$ cat src/rtl/operand_fetch_sequencer_if.sv
// Register-file destination names and the operand-fetch bus shared by the
// decoder, memory port and register file.
package register_types;
   typedef enum logic [2:0] {
      NONE = 3'd0,
      OP0  = 3'd1,
      OP0L = 3'd2,
      OP0H = 3'd3,
      OP1  = 3'd4,
      OP1L = 3'd5,
      OP1H = 3'd6
   } name;
endpackage

interface operand_fetch_sequencer_if #(
   parameter int unsigned ADDR_W = 17
) ();
   logic                start;
   logic [1:0]          op0_kind;
   logic [1:0]          op1_kind;
   logic [ADDR_W-1:0]   ip_in;
   logic                mem_req;
   logic [ADDR_W-1:0]   mem_addr;
   logic                mem_ack;
   logic [7:0]          mem_rdata;
   register_types::name mem_dest_select;
   logic [7:0]          mem_dest;
   logic                busy;
   logic                done;
   logic [ADDR_W-1:0]   ip_out;

   modport master (
      input  start, op0_kind, op1_kind, ip_in, mem_ack, mem_rdata,
      output mem_req, mem_addr, mem_dest_select, mem_dest, busy, done, ip_out
   );

   modport slave (
      output start, op0_kind, op1_kind, ip_in, mem_ack, mem_rdata,
      input  mem_req, mem_addr, mem_dest_select, mem_dest, busy, done, ip_out
   );
endinterface

$ cat src/rtl/operand_fetch_sequencer.sv
// Fetches 0-2 operand bytes per operand from memory and writes them into OP0/OP1.
// Optional: define OPFETCH_SIGN_EXTEND_EN to sign-extend byte operands via an EXT write.
module operand_fetch_sequencer
   import register_types::*;
#(
   parameter int unsigned ADDR_W = 17
) (
   input logic                      clk,
   input logic                      rst,
   operand_fetch_sequencer_if.master bus
);

   localparam int unsigned LIST_N = 4;
   localparam int unsigned IDX_W  = 3;

   typedef enum logic [2:0] {
      S_IDLE = 3'd0,
      S_REQ  = 3'd1,
      S_WR   = 3'd2,
      S_EXT  = 3'd3,
      S_FIN  = 3'd4
   } state_t;

   state_t            r_state, w_next;
   name               r_list [LIST_N];
   name               w_list [LIST_N];
   logic [IDX_W-1:0]  r_idx, w_idx;
   logic [IDX_W-1:0]  r_len, w_len;
   logic [ADDR_W-1:0] r_addr, w_addr;
   logic [ADDR_W-1:0] r_ip_out, w_ip_out;
   name               r_sel, w_sel;
   logic [7:0]        r_dest, w_dest;
   logic              r_mem_req;
   logic              r_busy;
   logic              r_done;

   // Next state plus next values of every registered output
   always_comb begin
      w_next   = r_state;
      w_list   = r_list;
      w_idx    = r_idx;
      w_len    = r_len;
      w_addr   = r_addr;
      w_ip_out = r_ip_out;
      w_sel    = NONE;
      w_dest   = r_dest;

      case (r_state)
         S_IDLE: begin
            if (bus.start) begin
               w_len = '0;
               case (bus.op0_kind)
                  2'b01: begin
                     w_list[0] = OP0;
                     w_len     = IDX_W'(1);
                  end
                  2'b10: begin
                     w_list[0] = OP0L;
                     w_list[1] = OP0H;
                     w_len     = IDX_W'(2);
                  end
                  default: ;
               endcase
               // OP1 entries follow whatever OP0 occupied
               case (bus.op1_kind)
                  2'b01: begin
                     w_list[w_len[1:0]] = OP1;
                     w_len              = w_len + IDX_W'(1);
                  end
                  2'b10: begin
                     w_list[w_len[1:0]]         = OP1L;
                     w_list[w_len[1:0] + 2'd1]  = OP1H;
                     w_len                      = w_len + IDX_W'(2);
                  end
                  default: ;
               endcase
               w_idx  = '0;
               w_addr = bus.ip_in;
               w_next = (w_len == '0) ? S_FIN : S_REQ;
            end
         end
         S_REQ: begin
            if (bus.mem_ack) begin
               w_dest = bus.mem_rdata;
               w_sel  = r_list[r_idx[1:0]];
               w_idx  = r_idx + IDX_W'(1);
               w_addr = r_addr + ADDR_W'(1);
               w_next = S_WR;
            end
         end
         S_WR: begin
            w_next = (r_idx < r_len) ? S_REQ : S_FIN;
`ifdef OPFETCH_SIGN_EXTEND_EN
            if (((r_sel == OP0) || (r_sel == OP1)) && r_dest[7]) begin
               w_next = S_EXT;
               w_sel  = (r_sel == OP0) ? OP0H : OP1H;
               w_dest = 8'hFF;
            end
`endif
         end
         S_EXT: begin
            w_next = (r_idx < r_len) ? S_REQ : S_FIN;
         end
         S_FIN: begin
            w_next = S_IDLE;
         end
         default: begin
            w_next = S_IDLE;
         end
      endcase

      if (w_next == S_FIN) begin
         w_ip_out = w_addr;
      end
   end

   always_ff @(posedge clk or posedge rst) begin
      if (rst) begin
         r_state <= S_IDLE;
      end else begin
         r_state <= w_next;
      end
   end

   // Registered datapath and handshake outputs
   always_ff @(posedge clk or posedge rst) begin
      if (rst) begin
         for (int i = 0; i < LIST_N; i++) begin
            r_list[i] <= NONE;
         end
         r_idx     <= '0;
         r_len     <= '0;
         r_addr    <= '0;
         r_ip_out  <= '0;
         r_sel     <= NONE;
         r_dest    <= '0;
         r_mem_req <= 1'b0;
         r_busy    <= 1'b0;
         r_done    <= 1'b0;
      end else begin
         r_list    <= w_list;
         r_idx     <= w_idx;
         r_len     <= w_len;
         r_addr    <= w_addr;
         r_ip_out  <= w_ip_out;
         r_sel     <= w_sel;
         r_dest    <= w_dest;
         r_mem_req <= (w_next == S_REQ);
         r_busy    <= (w_next == S_REQ) || (w_next == S_WR) || (w_next == S_EXT);
         r_done    <= (w_next == S_FIN);
      end
   end

   assign bus.mem_req         = r_mem_req;
   assign bus.mem_addr        = r_addr;
   assign bus.mem_dest_select = r_sel;
   assign bus.mem_dest        = r_dest;
   assign bus.busy            = r_busy;
   assign bus.done            = r_done;
   assign bus.ip_out          = r_ip_out;

endmodule

$ cat src/flat_wrapper.sv
// flat-port wrapper written by rule: the top's interface ports become plain ports
module operand_fetch_sequencer_flat import register_types::*;
#(
   parameter int unsigned ADDR_W = 17
)
  (clk, rst, bus_start, bus_op0_kind, bus_op1_kind, bus_ip_in, bus_mem_ack, bus_mem_rdata, bus_mem_req, bus_mem_addr, bus_mem_dest_select, bus_mem_dest, bus_busy, bus_done, bus_ip_out);
  operand_fetch_sequencer_if #(.ADDR_W(ADDR_W)) bus_i ();
  input logic clk;
  input logic rst;
  input wire logic [$bits(bus_i.start)-1:0] bus_start;
  input wire logic [$bits(bus_i.op0_kind)-1:0] bus_op0_kind;
  input wire logic [$bits(bus_i.op1_kind)-1:0] bus_op1_kind;
  input wire logic [$bits(bus_i.ip_in)-1:0] bus_ip_in;
  input wire logic [$bits(bus_i.mem_ack)-1:0] bus_mem_ack;
  input wire logic [$bits(bus_i.mem_rdata)-1:0] bus_mem_rdata;
  output wire logic [$bits(bus_i.mem_req)-1:0] bus_mem_req;
  output wire logic [$bits(bus_i.mem_addr)-1:0] bus_mem_addr;
  output wire logic [$bits(bus_i.mem_dest_select)-1:0] bus_mem_dest_select;
  output wire logic [$bits(bus_i.mem_dest)-1:0] bus_mem_dest;
  output wire logic [$bits(bus_i.busy)-1:0] bus_busy;
  output wire logic [$bits(bus_i.done)-1:0] bus_done;
  output wire logic [$bits(bus_i.ip_out)-1:0] bus_ip_out;
  assign bus_i.start = bus_start;
  assign bus_i.op0_kind = bus_op0_kind;
  assign bus_i.op1_kind = bus_op1_kind;
  assign bus_i.ip_in = bus_ip_in;
  assign bus_i.mem_ack = bus_mem_ack;
  assign bus_i.mem_rdata = bus_mem_rdata;
  assign bus_mem_req = bus_i.mem_req;
  assign bus_mem_addr = bus_i.mem_addr;
  assign bus_mem_dest_select = bus_i.mem_dest_select;
  assign bus_mem_dest = bus_i.mem_dest;
  assign bus_busy = bus_i.busy;
  assign bus_done = bus_i.done;
  assign bus_ip_out = bus_i.ip_out;
  operand_fetch_sequencer #(.ADDR_W(ADDR_W)) u_core (.clk(clk), .rst(rst), .bus(bus_i));
endmodule
$ cat config.mk
export PLATFORM = sky130hd
export DESIGN_NAME = operand_fetch_sequencer_flat
export DESIGN_NICKNAME = d
export VERILOG_FILES = /design/src/rtl/operand_fetch_sequencer_if.sv /design/src/rtl/operand_fetch_sequencer.sv /design/src/flat_wrapper.sv
export SDC_FILE = /design/constraint.sdc
export NUM_CORES = 1
export LEC_CHECK = 0
export ABC_AREA = 1
export BUFFER_PORTS_ARGS = -buffer_cell sky130_fd_sc_hd__clkbuf_2
export CORE_ASPECT_RATIO = 0.8
export CORE_MARGIN = 2
export CORE_UTILIZATION = 31
export CTS_CLUSTER_SIZE = 10
export DETAILED_ROUTE_END_ITERATION = 10
export MAX_ROUTING_LAYER = met4
export SETUP_SLACK_MARGIN = 0.1
export SLEW_MARGIN = 40
export SYNTH_ARGS = -nofsm -noshare
export SYNTH_HDL_FRONTEND = slang
export SYNTH_SLANG_ARGS = --single-unit
$ cat constraint.sdc
create_clock -name clk -period 5.5 [get_ports clk]
set_clock_uncertainty 0.15 [all_clocks]
set_input_delay 0.55 -clock clk [delete_from_list [all_inputs] [get_ports clk]]
set_output_delay 0.55 -clock clk [all_outputs]
set_load 0.1 [all_outputs]
==> metrics <==
result of the run completed; IO Count slightly above 80; Die Area around 13000 sq um; core area approximately 11000 sq um; vias after detailed routing between 3000 and 4000; number of warnings reported in the yosys synthesis log 0; worst-margin pin slew ~0.72 ns; RD Place Congestion 0.9131; CTS root buf sky130_fd_sc_hd__clkbuf_16; vias in the first global route roughly 3300; ratio of final minimum period to clock period between 50 and 60%; buffer depth of the longest clock path 2; number of setup violations in the final report 0; clock tree from TritonCTS built; Final Slew Violations 0; Max-Slew Margin vs Limit ~52%; global-route congestion overflow total 0; number of levels the H-tree was split into 3; sequential element share of the synthesized area a little under half; adder-cell share of the synthesized area 3.813%; leading cell type in the layout, fill and taps excluded sky130_fd_sc_hd__nand2_1; Iteration-0 DRC Markers ~140; Post-Synth Simple-Gate Area ~28%; detailed placement HPWL 7.462 mm; wire length of the first global-routing pass roughly 17 mm; antenna violation net count after detailed routing 0; portion of netlist area occupied by mux cells 0%; latest clock arrival within the worst-skew pair between 0.3 and 0.4 ns; DRT Pass-1 Iters 5; RSZ-0062 raised after global routing false; synth unique cells 33; row cnt 35; Max Clock Freq about 360 MHz; setup TNS after final layout 0 ns; post-CTS resize count 0; worst path required time 5.62 ns; post-synthesis cell count between 400 and 500; y dimension of the die roughly 100 microns; average via count per standard cell 4.884; number of filler instances in the final layout between 1000 and 1500; number of antenna violations at the first check in global routing 0; area growth from synthesis to final layout 23.22%; horizontal extent of the die 124.6 microns; ant diodes 0; kind of end point of the critical path register; starting density of the core a little under a third; hold violation count in the final report 0; R2R Path Start u_core.r_state[1]; main combinational cell family by area after synthesis simple AND/OR/NAND/NOR gates; largest fanout on the critical path 28; Reg2Reg Depth 7; cell area after technology mapping between 3000 and 4000 sq um; number of clock sinks between 60 and 70; final routed wire length divided by cell count ~15 microns; mean instance size in the synthesized netlist 7.796 sq um; WL final 10.14 mm; Reg2Reg Capture Point u_core.bus.ip_out[7]; commonest cells after routing, fill and taps aside sky130_fd_sc_hd__nand2_1 (142), sky130_fd_sc_hd__clkbuf_2 (80), sky130_fd_sc_hd__dfrtp_1 (69); # Post-CTS Setup Buffers 0; final worst path period need around 2.8 ns; critical path class register to register; total of max-cap violations 0; Hold Buf Count CTS 0; layout net count 587; fraction of final layout cells with drive strength greater than 1 about a fifth; IO buf count 80; overall fraction of global-route tracks in use roughly 17%; Post-Synth XOR/XNOR Area less than 1%; CP Launch Type register; CTS buffer count 9; path type of the worst min-delay path input pin to asynchronous set/reset pin; clock transition at the register clock pins on the worst setup and hold paths after CTS about 0.06 ns; #FFs+latches synth 69; largest net degree at the start of global routing 70; compound-cell area share of the yosys netlist 11.85%; DRC 0; setup slack of the worst register-to-register path ~2.7 ns; CP arrival approximately 2.9 ns; nets in the synthesized netlist between 500 and 600
## synth_stat cells, drive strengths merged
library cell    n  area [sq um]
a221oi          1         8.760
o22ai           5         31.28
nor3b           1         7.510
xor2            4         35.03
o21bai          1         7.510
nor3            4         20.02
o211ai          7         52.55
a21oi          14         73.82
nor2           32         122.6
a32oi           2         17.52
inv            58         217.7
dfrtp          69          1727
a2bb2oi         1         8.760
a31oi           4         25.02
clkbuf          3         11.26
a211oi          1         7.510
nand4           5         46.29
nand3          49         250.2
o21ai          35         175.2
ha             11         137.6
nand2         144         550.5
buf            10         56.30
a22oi           1         12.51
o31ai           1         7.510
## registers in the layout, summed over array words and instances (netlist names)
| signal | count |
|---|---|
| u_core.bus.busy | 1 |
| u_core.r_len | 3 |
| u_core.bus.done | 1 |
| u_core.bus.mem_dest_select | 3 |
| u_core.r_list | 12 |
| u_core.bus.ip_out | 17 |
| u_core.bus.mem_addr | 17 |
| u_core.r_state | 3 |
| u_core.r_idx | 3 |
| u_core.bus.mem_req | 1 |
| u_core.bus.mem_dest | 8 |
## worst max-delay path: stages (launching register included)
cell and delay, ns:
sky130_fd_sc_hd__dfrtp_1 0.39, sky130_fd_sc_hd__nor2_1 0.15, sky130_fd_sc_hd__nand3_1 0.53, sky130_fd_sc_hd__inv_2 0.65, sky130_fd_sc_hd__nand4_4 0.38, sky130_fd_sc_hd__nand2_4 0.32, sky130_fd_sc_hd__nand2_1 0.10, sky130_fd_sc_hd__nand2_1 0.07
## metrics by stage
step / cell area (sq um) / std cells / hold WS (ns) / setup WS, ns / utilization [%]
6_report: 4448 / 696 / 0.2113 / 2.686 / 38.92
3_5_place_dp: 4146 / 680 / 0.3115 / 2.570 / 36.28
4_1_cts: 4448 / 696 / 0.2347 / 2.646 / 38.92
3_3_place_gp: 4143 / 680 / 0.3067 / 2.683 / 36.25
5_1_grt: 4448 / 696 / 0.2745 / 2.298 / 38.92
2_1_floorplan: 3610 / 463 / 0.3030 / 3.060 / -
## cell families after synthesis
family,after synthesis
fa+ha+maj,11
xor+xnor,4
compound gates,73
simple gates,235
flops,69
buf+inv,71
## worst max-delay path by stage
stage,start,to,depth (start not counted)
detailed placement,bus_start,u_core.bus.ip_out[2],7
CTS,u_core.r_state[1],u_core.bus.ip_out[7],7
global placement,bus_start,u_core.bus.ip_out[6],7
finish,u_core.r_state[1],u_core.bus.ip_out[7],7
global route,u_core.r_state[1],u_core.bus.ip_out[10],7
floorplan,rst,u_core.bus.busy,1
## layer usage
layer | track usage, % | up-vias | wire length, microns
met5 | - | - | 0
met4 | 7.433 | 0 | 189
met3 | 3.079 | 18 | 484
met2 | 25.30 | 107 | 4666
met1 | 23.50 | 1607 | 4803
li1 | - | 1667 | -
## cell type report
cell class | count | area, sq um | area share, %
inverters | 58 | 217.7 | 4.895
clock buffers | 10 | 239.0 | 5.373
flip-flops and latches | 69 | 1727 | 38.82
well taps | 148 | 185.2 | 4.163
repair buffers | 82 | 419.2 | 9.423
multi-input cells | 323 | 1598 | 35.92
clock inverters | 6 | 62.56 | 1.406
Power is left out: the tool's default activity adds up to more than one toggle a clock period on the data nets, which glitch-free logic cannot reach.
